## config.mk

```make
export PLATFORM = sky130hd
export DESIGN_NAME = stack_arbiter
export DESIGN_NICKNAME = d
export VERILOG_FILES = /design/src/rtl/stack_arbiter.sv
export SDC_FILE = /design/constraint.sdc
export NUM_CORES = 1
export LEC_CHECK = 0
export CORE_MARGIN = 2
export CORE_UTILIZATION = 30
export CTS_CLUSTER_DIAMETER = 40
export CTS_CLUSTER_SIZE = 8
export DETAILED_ROUTE_END_ITERATION = 10
export GPL_ROUTABILITY_DRIVEN = 1
export GPL_TIMING_DRIVEN = 1
export MAX_ROUTING_LAYER = met4
export PLACE_DENSITY_LB_ADDON = 0.12
export SETUP_SLACK_MARGIN = 0.3
export SKIP_CTS_REPAIR_TIMING = 1
export SLEW_MARGIN = 20
export SYNTH_ARGS = -nofsm -noshare
export SYNTH_HDL_FRONTEND = slang
export SYNTH_SLANG_ARGS = --single-unit
```

## constraint.sdc

```tcl
create_clock -name sysclk -period 1.85 [get_ports sysclk]
set_clock_uncertainty 0.15 [all_clocks]
set_input_delay 0.2775 -clock sysclk [delete_from_list [all_inputs] [get_ports sysclk]]
set_output_delay 0.2775 -clock sysclk [all_outputs]
set_load 0.01 [all_outputs]
```

## src/rtl/stack_arbiter.sv

```systemverilog
`default_nettype none
// ============================================================================
// Module   : stack_arbiter
// Brief    : Round-robin arbiter granting two requesters push/pop access to
//            an external stack register, with occupancy tracking and sticky
//            overflow/underflow flags.
// Revision : 1.0  initial release
// ============================================================================
module stack_arbiter #(
  parameter int DEPTH = 8,
  parameter int CW    = $clog2(DEPTH + 1)
) (
  input  logic          sysclk,
  input  logic          sysreset,
  input  logic          a_req,
  input  logic          a_push,
  input  logic [15:0]   a_wdata,
  output logic [15:0]   a_rdata,
  output logic          a_ack,
  output logic          a_err,
  input  logic          b_req,
  input  logic          b_push,
  input  logic [15:0]   b_wdata,
  output logic [15:0]   b_rdata,
  output logic          b_ack,
  output logic          b_err,
  input  logic [15:0]   stk_data_out,
  output logic [15:0]   stk_data_in,
  output logic          stk_load,
  output logic          stk_read,
  output logic [CW-1:0] count,
  output logic          full,
  output logic          empty,
  output logic          ovf,
  output logic          unf,
  input  logic          clr_err
);

  typedef enum logic [1:0] {
    IDLE = 2'd0,
    EXEC = 2'd1,
    DONE = 2'd2
  } state_t;

  localparam logic [CW-1:0] DEPTH_C = CW'(DEPTH);
  localparam logic [CW-1:0] ONE_C   = CW'(1);

  state_t        state_q, state_d;
  logic          win_q, win_d;      // 0 = A, 1 = B
  logic          last_q, last_d;    // requester served most recently
  logic          op_push_q, op_push_d;
  logic [15:0]   wdata_q, wdata_d;
  logic          err_q, err_d;
  logic [CW-1:0] count_q, count_d;
  logic          ovf_q, ovf_d;
  logic          unf_q, unf_d;
  logic [15:0]   a_rdata_q, a_rdata_d;
  logic [15:0]   b_rdata_q, b_rdata_d;

  logic          ovf_set;
  logic          unf_set;
  logic          grant_b;
  logic          full_w;
  logic          empty_w;

  assign full_w  = (count_q == DEPTH_C);
  assign empty_w = (count_q == '0);

  // Tie goes to the requester not served last; a lone requester always wins.
  assign grant_b = (a_req && b_req) ? ~last_q : b_req;

  always_comb begin
    state_d     = state_q;
    win_d       = win_q;
    last_d      = last_q;
    op_push_d   = op_push_q;
    wdata_d     = wdata_q;
    err_d       = err_q;
    count_d     = count_q;
    a_rdata_d   = a_rdata_q;
    b_rdata_d   = b_rdata_q;
    ovf_set     = 1'b0;
    unf_set     = 1'b0;
    stk_load    = 1'b0;
    stk_read    = 1'b0;
    stk_data_in = 16'h0000;

    case (state_q)
      IDLE: begin
        if (a_req || b_req) begin
          win_d     = grant_b;
          op_push_d = grant_b ? b_push : a_push;
          wdata_d   = grant_b ? b_wdata : a_wdata;
          state_d   = EXEC;
        end
      end

      EXEC: begin
        err_d = 1'b0;
        if (op_push_q) begin
          if (!full_w) begin
            stk_load    = 1'b1;
            stk_data_in = wdata_q;
            count_d     = count_q + ONE_C;
          end else begin
            err_d   = 1'b1;
            ovf_set = 1'b1;
          end
        end else begin
          if (!empty_w) begin
            stk_read = 1'b1;
            count_d  = count_q - ONE_C;
            if (win_q) b_rdata_d = stk_data_out;
            else       a_rdata_d = stk_data_out;
          end else begin
            err_d   = 1'b1;
            unf_set = 1'b1;
            if (win_q) b_rdata_d = 16'h0000;
            else       a_rdata_d = 16'h0000;
          end
        end
        state_d = DONE;
      end

      DONE: begin
        last_d  = win_q;
        state_d = IDLE;
      end

      default: state_d = IDLE;
    endcase

    // A new error event outranks a simultaneous clear.
    ovf_d = ovf_set | (ovf_q & ~clr_err);
    unf_d = unf_set | (unf_q & ~clr_err);
  end

  always_ff @(posedge sysclk) begin
    if (sysreset) begin
      state_q   <= IDLE;
      win_q     <= 1'b0;
      last_q    <= 1'b1;
      op_push_q <= 1'b0;
      wdata_q   <= 16'h0000;
      err_q     <= 1'b0;
      count_q   <= '0;
      ovf_q     <= 1'b0;
      unf_q     <= 1'b0;
      a_rdata_q <= 16'h0000;
      b_rdata_q <= 16'h0000;
    end else begin
      state_q   <= state_d;
      win_q     <= win_d;
      last_q    <= last_d;
      op_push_q <= op_push_d;
      wdata_q   <= wdata_d;
      err_q     <= err_d;
      count_q   <= count_d;
      ovf_q     <= ovf_d;
      unf_q     <= unf_d;
      a_rdata_q <= a_rdata_d;
      b_rdata_q <= b_rdata_d;
    end
  end

  assign a_ack   = (state_q == DONE) && !win_q;
  assign b_ack   = (state_q == DONE) &&  win_q;
  assign a_err   = a_ack && err_q;
  assign b_err   = b_ack && err_q;
  assign a_rdata = a_rdata_q;
  assign b_rdata = b_rdata_q;
  assign count   = count_q;
  assign full    = full_w;
  assign empty   = empty_w;
  assign ovf     = ovf_q;
  assign unf     = unf_q;

endmodule
`default_nettype wire

```

==> summary.md <==
| Metric | Value |
|---|---|
| Clock-pin slew on the worst setup and hold paths | `0.07 ns` |
| P_leak | `2.46 nW` |
| Layout overhead on the synthesized area | `80.0%` |
| Initial antenna violation count | `0` |
| Layout cells sized above 1 | `29.9%` |
| Pwr dens | `approximately 770 nW/um^2` |
| # fillers | `~800` |
| GR Overflow Total | `0` |
| Met2 usage | `roughly 26%` |
| Post-synth ARST share | `0%` |
| Via count | `around 2700` |
| Met1 Use GR | `between 10% and 20%` |
| Fin crit share | `115%` |
| Num CTS Buffers | `9` |
| CTS sink cnt | `60` |
| Arr. time, crit path | `between 1.5 and 2 ns` |
| Slew @ Worst Pin | `0.702 ns` |
| Switching Fraction | `roughly 28%` |
| Seq cells post-synth | `60` |
| Final GP Congestion | `0.724` |
| Endpoints failing hold | `0` |
| Synth unique cells | `31` |
| Top Usage Layer GRT | `met2` |
| DR pass1 iterations | `4` |
| Synth Area per Inst | `~8.7 sq um` |
| Root Buffer | `clkbuf_8` |
| Cells after synthesis | `308` |
| Pint | `~2.7 mW` |
| Ratio of routed vias to standard cells | `about 4.8` |
| Startpoint types | `flip-flop` |
| Crit path cell chain | `nor3_4 -> and2_4 -> nor3_4 -> buf_12 -> buf_12 -> buf_6 -> and2_4 -> buf_6` |
| DRC | `0` |
| Relative slew slack | `53.2%` |
| Tmin final | `around 2.1 ns` |
| Max_cap viols | `0` |
| CP max-delay cell | `dfxtp_2` |
| Ant diodes | `0` |
| Die Wd | `a little under 100 um` |
| First-pass GRT wire length | `12300 um` |
| Final wirelength | `~8200 um` |
| Met3 Use GR | `approximately 5.0%` |
| Critical path class | `flip-flop to primary output` |
| Routed len/inst | `about 14 um` |
| H-tree depth | `3` |
| Number of nets in the layout | `approximately 500` |
| Violated checks | `setup timing` |
| Total GRT Usage | `about 16%` |
| Pre-CTS WS | `-0.155 ns` |
| Final setup viols | `17` |
| Port Buf Inserts | `roughly 120` |
| Pin count of the biggest net entering global routing | `33` |
| Clock power frac | `34.7%` |
| CTS tree | `yes` |
| Max Fclk | `approximately 470 MHz` |
| Cell Area, Placed | `roughly 4000 sq um` |
| Hold Path Class | `input pin to flip-flop` |
| Reg power frac | `between 30% and 40%` |
| Core Util, Final | `55.5%` |
| RSZ-0062 raised after global routing | `true` |
| Worst Path Max Fanout | `5` |
| Clk buf depth | `2` |
| Routed Antenna Nets | `0` |
| Die Height | `about 100 um` |
| Synthesis Warnings | `0` |
| Die footprint | `around 9700 sq um` |
| Sequential fraction of the synthesis area | `44.9%` |
| Vias in the first global route | `about 2600` |
| CP peak stage delay | `0.34 ns` |
| Pins Over Slew Limit | `0` |
| I/O pin count | `around 120` |
| Cell area after layout | `around 4800 sq um` |
| Top_reg_cell synth | `dfxtp_1` |
| Worst-Skew Late Latency | `roughly 0.33 ns` |
| Final Worst Setup Slack | `-0.270 ns` |
| Mapped Area | `about 2700 sq um` |
| Detail Placement HPWL | `about 5200 um` |
| Row count | `34` |
| Peak VDD IR | `a little under 0.0004 V` |
| Fin Hold WS | `about 0.25 ns` |
| Status | `complete, but fails checks` |
| Critical Path RT | `~1.4 ns` |
| Core Area | `8680 sq um` |
| Syn_nets | `between 300 and 400` |
| Initial DRC count | `30` |
| Starting Density | `just over 30%` |
| Comb power frac | `a little over a quarter` |
| Number of enable flip-flop cells after synthesis | `0` |
| Psw | `between 1 and 1.5 mW` |
| CP endpoint kind | `primary output` |
layout by cell type (no fill, tap or decap), types with 2 or more instances in the layout:
| master | n |
|---|---|
| a21oi_1 | 34 |
| xnor2_1 | 2 |
| nand2_1 | 37 |
| bufinv_16 | 2 |
| a21oi_4 | 2 |
| nor2_1 | 24 |
| and2_1 | 8 |
| clkbuf_16 | 2 |
| nand3_1 | 34 |
| buf_12 | 5 |
| buf_4 | 25 |
| ha_4 | 2 |
| and2_4 | 11 |
| nor3_4 | 4 |
| mux2i_1 | 16 |
| buf_2 | 4 |
| nand2b_1 | 2 |
| clkbuf_8 | 9 |
| a211oi_1 | 16 |
| nor2_4 | 3 |
| nand2b_4 | 3 |
| dlymetal6s2s_1 | 38 |
| dfxtp_1 | 53 |
| buf_8 | 2 |
| a211oi_2 | 2 |
| a21oi_2 | 4 |
| clkinv_2 | 2 |
| clkbuf_2 | 7 |
| dfxtp_2 | 7 |
| clkdlybuf4s50_1 | 52 |
| buf_6 | 27 |
routing by layer:
layer | up-vias | wire, um
met5 | - | 0
met4 | 0 | 62
met3 | 6 | 563
met2 | 96 | 3950
met1 | 1287 | 3580
li1 | 1355 | -
per-stage QoR:
stage               total power, mW  std cells  TNS, ns
detailed placement             2.22        535    -2.23
global placement               2.21        535    -1.72
floorplan                      1.88        308        0
CTS                            3.52        551   -10.70
finish                         3.71        570    -3.14
global route                   3.88        570    -5.00
final timing paths:
kind / from / end / slack [ns] / cells after the start
worst max-delay path: count[2]$_SDFFE_PP0P_ / stk_data_in[8] / -0.27 / 8
worst min-delay path: b_req / state_q[0]$_SDFFE_PP0P_ / 0.25 / 3
worst max register to register: op_push_q$_SDFFE_PP0P_ / count[3]$_SDFFE_PP0P_ / 0.15 / 7
worst min register to register: b_rdata[2]$_SDFFE_PP0P_ / b_rdata[2]$_SDFFE_PP0P_ / 0.30 / 2
synthesized netlist by cell type, types with 2 or more instances:
| library cell | count | area share, % |
|---|---|---|
| a21oi_1 | 40 | 7.5 |
| nand2_1 | 38 | 5.3 |
| ha_1 | 2 | 0.93 |
| nor3_4 | 4 | 2.4 |
| a211oi_1 | 18 | 5.0 |
| clkbuf_1 | 8 | 1.1 |
| nor2_1 | 27 | 3.8 |
| nand2b_1 | 5 | 1.2 |
| buf_2 | 7 | 1.3 |
| inv_1 | 2 | 0.28 |
| buf_4 | 3 | 0.84 |
| mux2i_1 | 17 | 6.4 |
| buf_6 | 6 | 2.5 |
| nand3_1 | 35 | 6.5 |
| dfxtp_1 | 60 | 45 |
| xnor2_1 | 3 | 0.98 |
| and2_1 | 19 | 4.4 |
cell type report:
| cell class | instances | area (sq um) | share of cell area [%] |
|---|---|---|---|
| clock buffers | 10 | 128 | 2.65 |
| multi-input cells | 221 | 1520 | 31.6 |
| clock inverters | 6 | 87.6 | 1.82 |
| repair buffers | 162 | 1720 | 35.8 |
| inverters | 3 | 13.8 | 0.286 |
| flip-flops and latches | 60 | 1210 | 25.1 |
| well taps | 108 | 135 | 2.80 |
power by group through the flow:
| stage | registers [mW] | logic (mW) | clock network, mW |
|---|---|---|---|
| 2_1_floorplan | 1.46 | 0.420 | 0 |
| 3_3_place_gp | 1.45 | 0.766 | 0 |
| 3_5_place_dp | 1.44 | 0.780 | 0 |
| 4_1_cts | 1.42 | 0.782 | 1.33 |
| 5_1_grt | 1.43 | 1.07 | 1.38 |
| 6_report | 1.42 | 0.996 | 1.29 |
cell families after synthesis:
logic type / after synthesis / share of synthesized area (%)
xor gates and xnor gates: 3 / 0.982
DFF: 60 / 44.9
AOI/OAI and AO/OA: 66 / 15.0
muxes: 17 / 6.36
buffers and inverters: 27 / 6.22
and+or+nand+nor: 132 / 24.9
adders and majority gates: 3 / 1.68
sequential cells by signal, summed over array words and instances, names as in the netlist:
name       flops
wdata_q       16
a_rdata       16
b_rdata       16
ovf            1
count          4
unf            1
state_q        2
last_q         1
op_push_q      1
win_q          1
err_q          1
critical path, delay by kind of cell, from the launching register on:
| family | cells | cell delay, ns |
|---|---|---|
| simple gates | 4 | 0.56 |
| buf+inv | 4 | 0.47 |
| flops | 1 | 0.34 |
(Power assumes the default switching activity.)
